<file path="config.mk">
export PLATFORM = sky130hd
export DESIGN_NAME = weight_row_pingpong
export DESIGN_NICKNAME = d
export VERILOG_FILES = /design/src/rtl/weight_row_pingpong.sv
export SDC_FILE = /design/constraint.sdc
export NUM_CORES = 2
export LEC_CHECK = 0
export CORE_AREA = 2 2 311 313
export DETAILED_ROUTE_END_ITERATION = 12
export DIE_AREA = 0 0 313 315
export PLACE_DENSITY = 0.7
export SLEW_MARGIN = 20
export SYNTH_ARGS = -nofsm -noshare
export SYNTH_HDL_FRONTEND = slang
export SYNTH_SLANG_ARGS = --single-unit
</file>
<file path="constraint.sdc">
create_clock -name clk -period 6.1 [get_ports clk]
set_input_delay 1.22 -clock clk [delete_from_list [all_inputs] [get_ports clk]]
set_output_delay 1.22 -clock clk [all_outputs]
set_load 0.02 [all_outputs]
</file>
<file path="src/rtl/weight_row_pingpong.sv">
// Double-buffered weight row store. One bank is filled by indexed beats while
// the other is presented in parallel to the MAC array until it is released.
module weight_row_pingpong #(
    parameter  int unsigned OCH_T  = 4,
    parameter  int unsigned ICH_T  = 3,
    parameter  int unsigned KX     = 5,
    parameter  int unsigned W_BW   = 8,
    localparam int unsigned N      = OCH_T * ICH_T,
    localparam int unsigned IDX_BW = $clog2(N),
    localparam int unsigned ROW_W  = KX * W_BW
) (
    input  logic                  clk,
    input  logic                  areset,
    input  logic [IDX_BW-1:0]     i_wr_idx,
    input  logic [ROW_W-1:0]      i_wr_weight,
    input  logic                  i_wr_valid,
    input  logic                  i_wr_done,
    output logic                  o_wr_ready,
    output logic [N*ROW_W-1:0]    o_weight,
    output logic                  o_valid,
    input  logic                  i_consume,
    output logic [1:0]            o_full_cnt,
    output logic [2:0]            o_err
);

    typedef enum logic [1:0] {
        ST_EMPTY   = 2'd0,
        ST_FILLING = 2'd1,
        ST_FULL    = 2'd2
    } bank_st_e;

    // Extra bit so N itself is representable even when N is a power of two.
    localparam logic [IDX_BW:0] N_EXT = (IDX_BW + 1)'(N);

    bank_st_e            st_q [2];
    bank_st_e            st_d [2];
    logic                wr_bank_q, wr_bank_d;
    logic                rd_bank_q, rd_bank_d;
    logic [IDX_BW-1:0]   exp_idx_q, exp_idx_d;
    logic [2:0]          err_q, err_d;
    logic [N*ROW_W-1:0]  bank_q [2];

    logic                fill_full;
    logic                idx_ok;
    logic                row_wen;

    // Bank state, pointers, expected index and sticky error register.
    always_ff @(posedge clk) begin
        if (areset) begin
            st_q[0]   <= ST_EMPTY;
            st_q[1]   <= ST_EMPTY;
            wr_bank_q <= 1'b0;
            rd_bank_q <= 1'b0;
            exp_idx_q <= '0;
            err_q     <= '0;
        end else begin
            st_q      <= st_d;
            wr_bank_q <= wr_bank_d;
            rd_bank_q <= rd_bank_d;
            exp_idx_q <= exp_idx_d;
            err_q     <= err_d;
        end
    end

    // Next-state: fill side on the write bank, release side on the read bank.
    always_comb begin
        st_d      = st_q;
        wr_bank_d = wr_bank_q;
        rd_bank_d = rd_bank_q;
        exp_idx_d = exp_idx_q;
        err_d     = err_q;
        row_wen   = 1'b0;
        fill_full = (st_q[wr_bank_q] == ST_FULL);
        idx_ok    = ({1'b0, i_wr_idx} < N_EXT);

        if ((i_wr_valid || i_wr_done) && fill_full) begin
            err_d[0] = 1'b1;
        end

        if (i_wr_valid && !fill_full) begin
            exp_idx_d = exp_idx_q + IDX_BW'(1);
            if (!idx_ok || (i_wr_idx != exp_idx_q)) begin
                err_d[1] = 1'b1;
            end
            if (idx_ok) begin
                row_wen = 1'b1;
                if (st_q[wr_bank_q] == ST_EMPTY) begin
                    st_d[wr_bank_q] = ST_FILLING;
                end
            end
        end

        if (i_wr_done && !fill_full) begin
            st_d[wr_bank_q] = ST_FULL;
            wr_bank_d       = ~wr_bank_q;
            exp_idx_d       = '0;
        end

        // A valid release always targets a FULL bank, never the fill bank.
        if (i_consume) begin
            if (st_q[rd_bank_q] == ST_FULL) begin
                st_d[rd_bank_q] = ST_EMPTY;
                rd_bank_d       = ~rd_bank_q;
            end else begin
                err_d[2] = 1'b1;
            end
        end
    end

    // Row storage; released banks keep their data until overwritten.
    always_ff @(posedge clk) begin
        if (areset) begin
            bank_q[0] <= '0;
            bank_q[1] <= '0;
        end else if (row_wen) begin
            bank_q[wr_bank_q][int'(i_wr_idx) * ROW_W +: ROW_W] <= i_wr_weight;
        end
    end

    // Outputs decoded directly from the bank registers.
    always_comb begin
        o_weight   = bank_q[rd_bank_q];
        o_valid    = (st_q[rd_bank_q] == ST_FULL);
        o_wr_ready = (st_q[wr_bank_q] != ST_FULL);
        o_full_cnt = 2'(st_q[0] == ST_FULL) + 2'(st_q[1] == ST_FULL);
        o_err      = err_q;
    end

endmodule
</file>
# Word level (Yosys, flattened, before mapping)
# Memories as Yosys holds them, arrays and structs flattened. A register that Yosys moved wholly into a read port is not among the register bits.
# Index checks and enable logic that the tools add are counted.
[word_totals] reg_bits=13 mem_bits_rw=960 in_bits=49 output_inout_bits=487 wordCells=82 mem_count=1
[mem_list] name="bank_q" depth=2 word_bits=480 rd=1 rd_ports_with_merged_regs=1 wr=2 line_no="41" rtl="logic [N*ROW_W-1:0] bank_q [2];"
[classes] addsub=3 multipliers=1 magnitude_cmp=5 n_eq_ne=6 n_shift=2 muxes=28 bitwise=13 reduce_logical=15
[op_table] cell="$mux 480" n=3
[op_table] cell="$reduce_or 480->1" n=1
[op_table] cell="$shift 40x34->480 const A" n=1
[op_table] cell="$shiftx 40x34->480" n=1
[op_table] cell="$neg 10->34" n=1
[op_table] cell="$mux 4" n=6
[op_table] cell="$mux 2" n=8
[op_table] cell="$mux 1" n=9
[op_table] cell="$eq 2x2->1 const B" n=4
[op_table] cell="$mul 4x3->7 const B" n=1
[op_table] cell="$reduce_and 2->1" n=3
[op_table] cell="$logic_and 1x1->1" n=5
[op_table] cell="$add 4x1->4 const B" n=1
[op_table] cell="$and 2x2->2" n=2
[op_table] cell="$and 4x4->4" n=1
[op_table] cell="$demux 2 s1" n=2
[op_table] cell="$ge 2x2->1 const B" n=2
[op_table] cell="$lt 2x1->1 const B" n=2
[op_table] cell="$lt 4x4->1 const B" n=1
[op_table] cell="$ne 4x4->1" n=1
[op_table] cell="$not 1->2" n=2
[op_table] cell="$not 2->2" n=2
[op_table] cell="$not 4->4" n=1
[op_table] cell="$or 2x2->2" n=2
[op_table] cell="7 further kinds" n=11

# Logic depth before layout (Yosys ltp)
[depth] ltp_word=15 mapped_depth=18 mapped_depth_nobuf=12

# Least setup slack after synthesis
# No wires, ideal clock.
[synth_timing] kind="input port to flip-flop" start="input i_wr_idx[0]" end="memory bank_q[1][10] (netlist bit) (enable)" setup_time_ps=375 t_arrival_ps=5016 required_time_ps=5725 slack_ps=709 stages=17 n_path_buf=8 cell_sequence="buf_2 -> buf_2 -> buf_2 -> buf_2 -> inv_2 -> ha_1 -> buf_2 -> nand2b_1 -> nor4_1 -> ha_1 -> clkbuf_1 -> inv_1 -> clkbuf_1 -> nor3_1 -> a31oi_2 -> buf_4 -> o21bai_1"
[synth_lines] element="from (decl)" line_no="14" rtl="input logic [IDX_BW-1:0] i_wr_idx,"
[synth_lines] element="to (decl)" line_no="41"

==> key figures <==
CTS
  – Clock buffer depth: 3
  – Root Driver: clkbuf_16
  – Worst-path clk slew: roughly 0.060 ns
  – CTS Buf Count: 100
  – Post-CTS setup buffers: 0
  – Worst skew pair latency: a little under 0.7 ns
  – Hold_buf cts: 0
  – # H-tree levels: 3
  – CTS sink cnt: a little under 1,000
  – Post_cts resized: 0
  – CTS tree: yes

Timing
  – Slew HR: 0.238
  – Final worst-path cycle share: 0.936
  – Setup TNS Final: 0 ns
  – Hold Slack: about 0.44 ns
  – Max-slew violations: 0
  – Final setup vio count: 0
  – RSZ-0062 raised after global routing: false
  – Layout Skew: 0.0119 ns
  – Fmax: around 0.18 GHz
  – Fin. Hold Viols: 0
  – Final min period: 5.71 ns
  – Worst Tran Pin Value: roughly 1.1 ns

Global route
  – Vias in the first global route: slightly above 30,000
  – First-pass GRT wire length: just over 200,000 um
  – Antenna violations before repair: 15
  – All-Layer GR Usage: 0.287
  – Largest net degree at the start of global routing: slightly below 80
  – Total global routing overflow: 0

Power and ir drop
  – Total chip power: about 17 mW
  – Leakage: 19.2 nW
  – VDD IR-drop max: 0.243 mV
  – P per Cell Area: 300 mW/mm^2

Worst setup path
  – Setup slack, reg-to-reg: 1.82 ns
  – Slowest-stage cell, CP: nor3_1
  – Reg-to-reg endpoint: bank_q[1][131]
  – CP Cell Sequence: clkdlybuf4s50_1 > ha_1 > ha_1 > a21o_1 > xor2_1 > buf_4 > nor4_1 > ha_1 > inv_1 > or2_2 > nor3_1 > nand2_1 > nand2b_1
  – Critical register-to-register path startpoint: wr_bank_q
  – Kind of cell adding the most delay to the critical path: simple AND/OR/NAND/NOR gates
  – Most used cell along the critical path: ha_1
  – Buf/Inv on CP: 3
  – CP Capture Type: flip-flop
  – Req. time, crit path: 6.43 ns
  – Crit path kind: primary input to flip-flop
  – Cell depth of the worst flop-to-flop path: 6
  – CP max FO: 11
  – Startpoint types: primary input
  – Slowest stage delay, CP: a little over 0.9 ns
  – WP data arrival: 6.04 ns

Detailed routing
  – TritonRoute pass-1 iters: 6
  – Vias: about 32,000
  – Antenna Nets Post-Route: 0
  – Post-Route WL: roughly 150,000 um
  – Detailed-route vias per instance: ~6
  – Wire per inst: roughly 26 um
  – # DRC: 0
  – Initial DRC Count: 3,856

Placement
  – Port Buffer Count: ~540
  – Dpl hpwl: 106,000 um
  – GP Congestion: slightly below 1

Die
  – Die Y: roughly 320 um
  – Initial Utilization: 0.473
  – DIE WIDTH: about 310 um
  – Core Area: approximately 0.096 sq mm
  – Die area: a little under 0.1 sq mm
  – I/O pin total: roughly 540
  – Core Rows: approximately 110

Synthesis
  – Sequential cell area fraction in the yosys report: 0.643
  – Synth warn: 0
  – Synthesized cell area: 0.0452 sq mm
  – Number of flops mapped to enable cells by yosys: 960
  – Mean Syn Cell Area: ~13 sq um
  – Synth Area in Compound Gates: 0.0517
  – Top FF cell, synth: edfxtp_1
  – Proportion of synthesized area in mux cells: 0.134
  – Post-Synth Adder-Cell Area: 0.00249
  – Synth Area in XOR/XNOR: 0.00304
  – Synth Area in Simple Gates: 0.144
  – Largest family of logic cells by synthesized area: simple AND/OR/NAND/NOR gates
  – Ys async rst share: 0
  – Syn nets: between 3,000 and 4,000
  – Post-synthesis cell count: ~3,600
  – FF+latch count, synth: approximately 970
  – Unique cell type count in the Yosys netlist: 76

Cells and area
  – Final Util: 0.586
  – Nets: 4,231
  – Area grow syn2layout: 23.9%
  – Share of layout cells above drive strength 1: 0.215

Run
  – Max Cap Violations: 0

Worst hold path
  – Worst Hold Launch: o_err[0]
  – HP Class: flip-flop to flip-flop
  – Hold EP: o_err[0]
  – Hold-critical path depth: 2

Run status
  – Status: finished, final reports clean
==> state kept, by name, indices dropped and copies added, names as in the netlist, named ones only <==
signal,count
bank_q,960
exp_idx_q,4
st_q,4
o_err,3
rd_bank_q,1
wr_bank_q,1
==> cells by family (layout without fill, tap and decap cells) <==
| logic type | Yosys count | in the layout |
|---|---|---|
| buf+inv | 227 | 911 |
| other cells | 0 | 11 |
| compound gates | 313 | 313 |
| simple gates | 1491 | 1491 |
| xor+xnor | 14 | 14 |
| mux | 542 | 542 |
| flops | 974 | 974 |
| fa+ha+maj | 9 | 9 |
==> synth_stat cells (20+ instances only) <==
| cell type | count | area, sq um |
|---|---|---|
| edfxtp_1 | 960 | 28800 |
| nor2_1 | 959 | 3600 |
| mux2_2 | 517 | 5820 |
| nand2_1 | 165 | 619 |
| clkbuf_1 | 148 | 556 |
| nand2b_1 | 131 | 820 |
| nor3_1 | 69 | 345 |
| a22oi_1 | 61 | 458 |
| nand3_1 | 48 | 240 |
| a21oi_1 | 42 | 210 |
| buf_2 | 40 | 200 |
| o21ai_0 | 31 | 155 |
| mux2i_1 | 22 | 220 |
| nor2b_1 | 22 | 138 |
| a32oi_1 | 20 | 175 |
| and3_1 | 20 | 125 |
==> layout make-up <==
class	count	area, sq um
tap	1276	1600
clock buffer	126	2710
sequential	974	29100
antenna	11	27.5
inverter	11	41.3
multi-input combinational	2369	15300
fill	7591	39700
timing repair buffer	717	6790
clock inverter	57	528
==> where the power goes <==
group	leakage (nW)	internal (mW)	switching (mW)
Combinational	7.55	1.07	1.98
Sequential	10.0	7.59	0.0873
Clock	1.57	3.55	2.51
Total	19.2	12.2	4.58
==> tightest hold or removal path, delay by kind of cell, from the launching register on <==
kind,cells,cell delay [ns]
compound gates,1,0.05
buf+inv,1,0.04
flops,1,0.31
==> per-layer routing <==
layer | wire [um] | GRT usage | vias up
met5 | 46 | 0 | -
li1 | - | - | 14222
met1 | 55500 | 0.372 | 16056
met3 | 13300 | 0.0574 | 336
met4 | 7210 | 0.135 | 8
met2 | 69600 | 0.466 | 1754
==> worst max-delay path by stage <==
stage | startpoint | endpoint | slack, ns | cells after the start
floorplan | i_wr_idx[0] | bank_q[1][10] | 0.71 | 17
global placement | i_wr_idx[1] | bank_q[1][129] | -0.17 | 13
detailed placement | i_wr_idx[1] | bank_q[1][132] | -0.19 | 13
CTS | i_wr_idx[1] | bank_q[1][131] | 0.52 | 13
global route | i_wr_idx[1] | bank_q[1][131] | 0.24 | 13
finish | i_wr_idx[1] | bank_q[1][131] | 0.39 | 13
==> stage by stage <==
stage               instance area, sq um  instances  setup slack, ns
floorplan                          45200       3570            0.709
global placement                   52800       5346           -0.167
detailed placement                 52800       5346           -0.191
CTS                                56000       5529            0.515
global route                       56000       5536            0.236
finish                             56100       5541            0.390
==> cell usage in the layout, fill, tap and decap left out, drive strengths merged, types with 16 or more instances in the layout <==
cell and n:
nand2b 131, buf 183, and3 20, a21oi 48
nor2b 22, o21ai 45, mux2i 25, nor4 21
nand2 165, clkbuf 127, mux2 517, nand3 48
nor3 80, clkdlybuf4s50 533, a211oi 20, or2 16
nor2 960, a32oi 20, clkinv 44, a22oi 68
edfxtp 960
(Power assumes the default switching activity.)
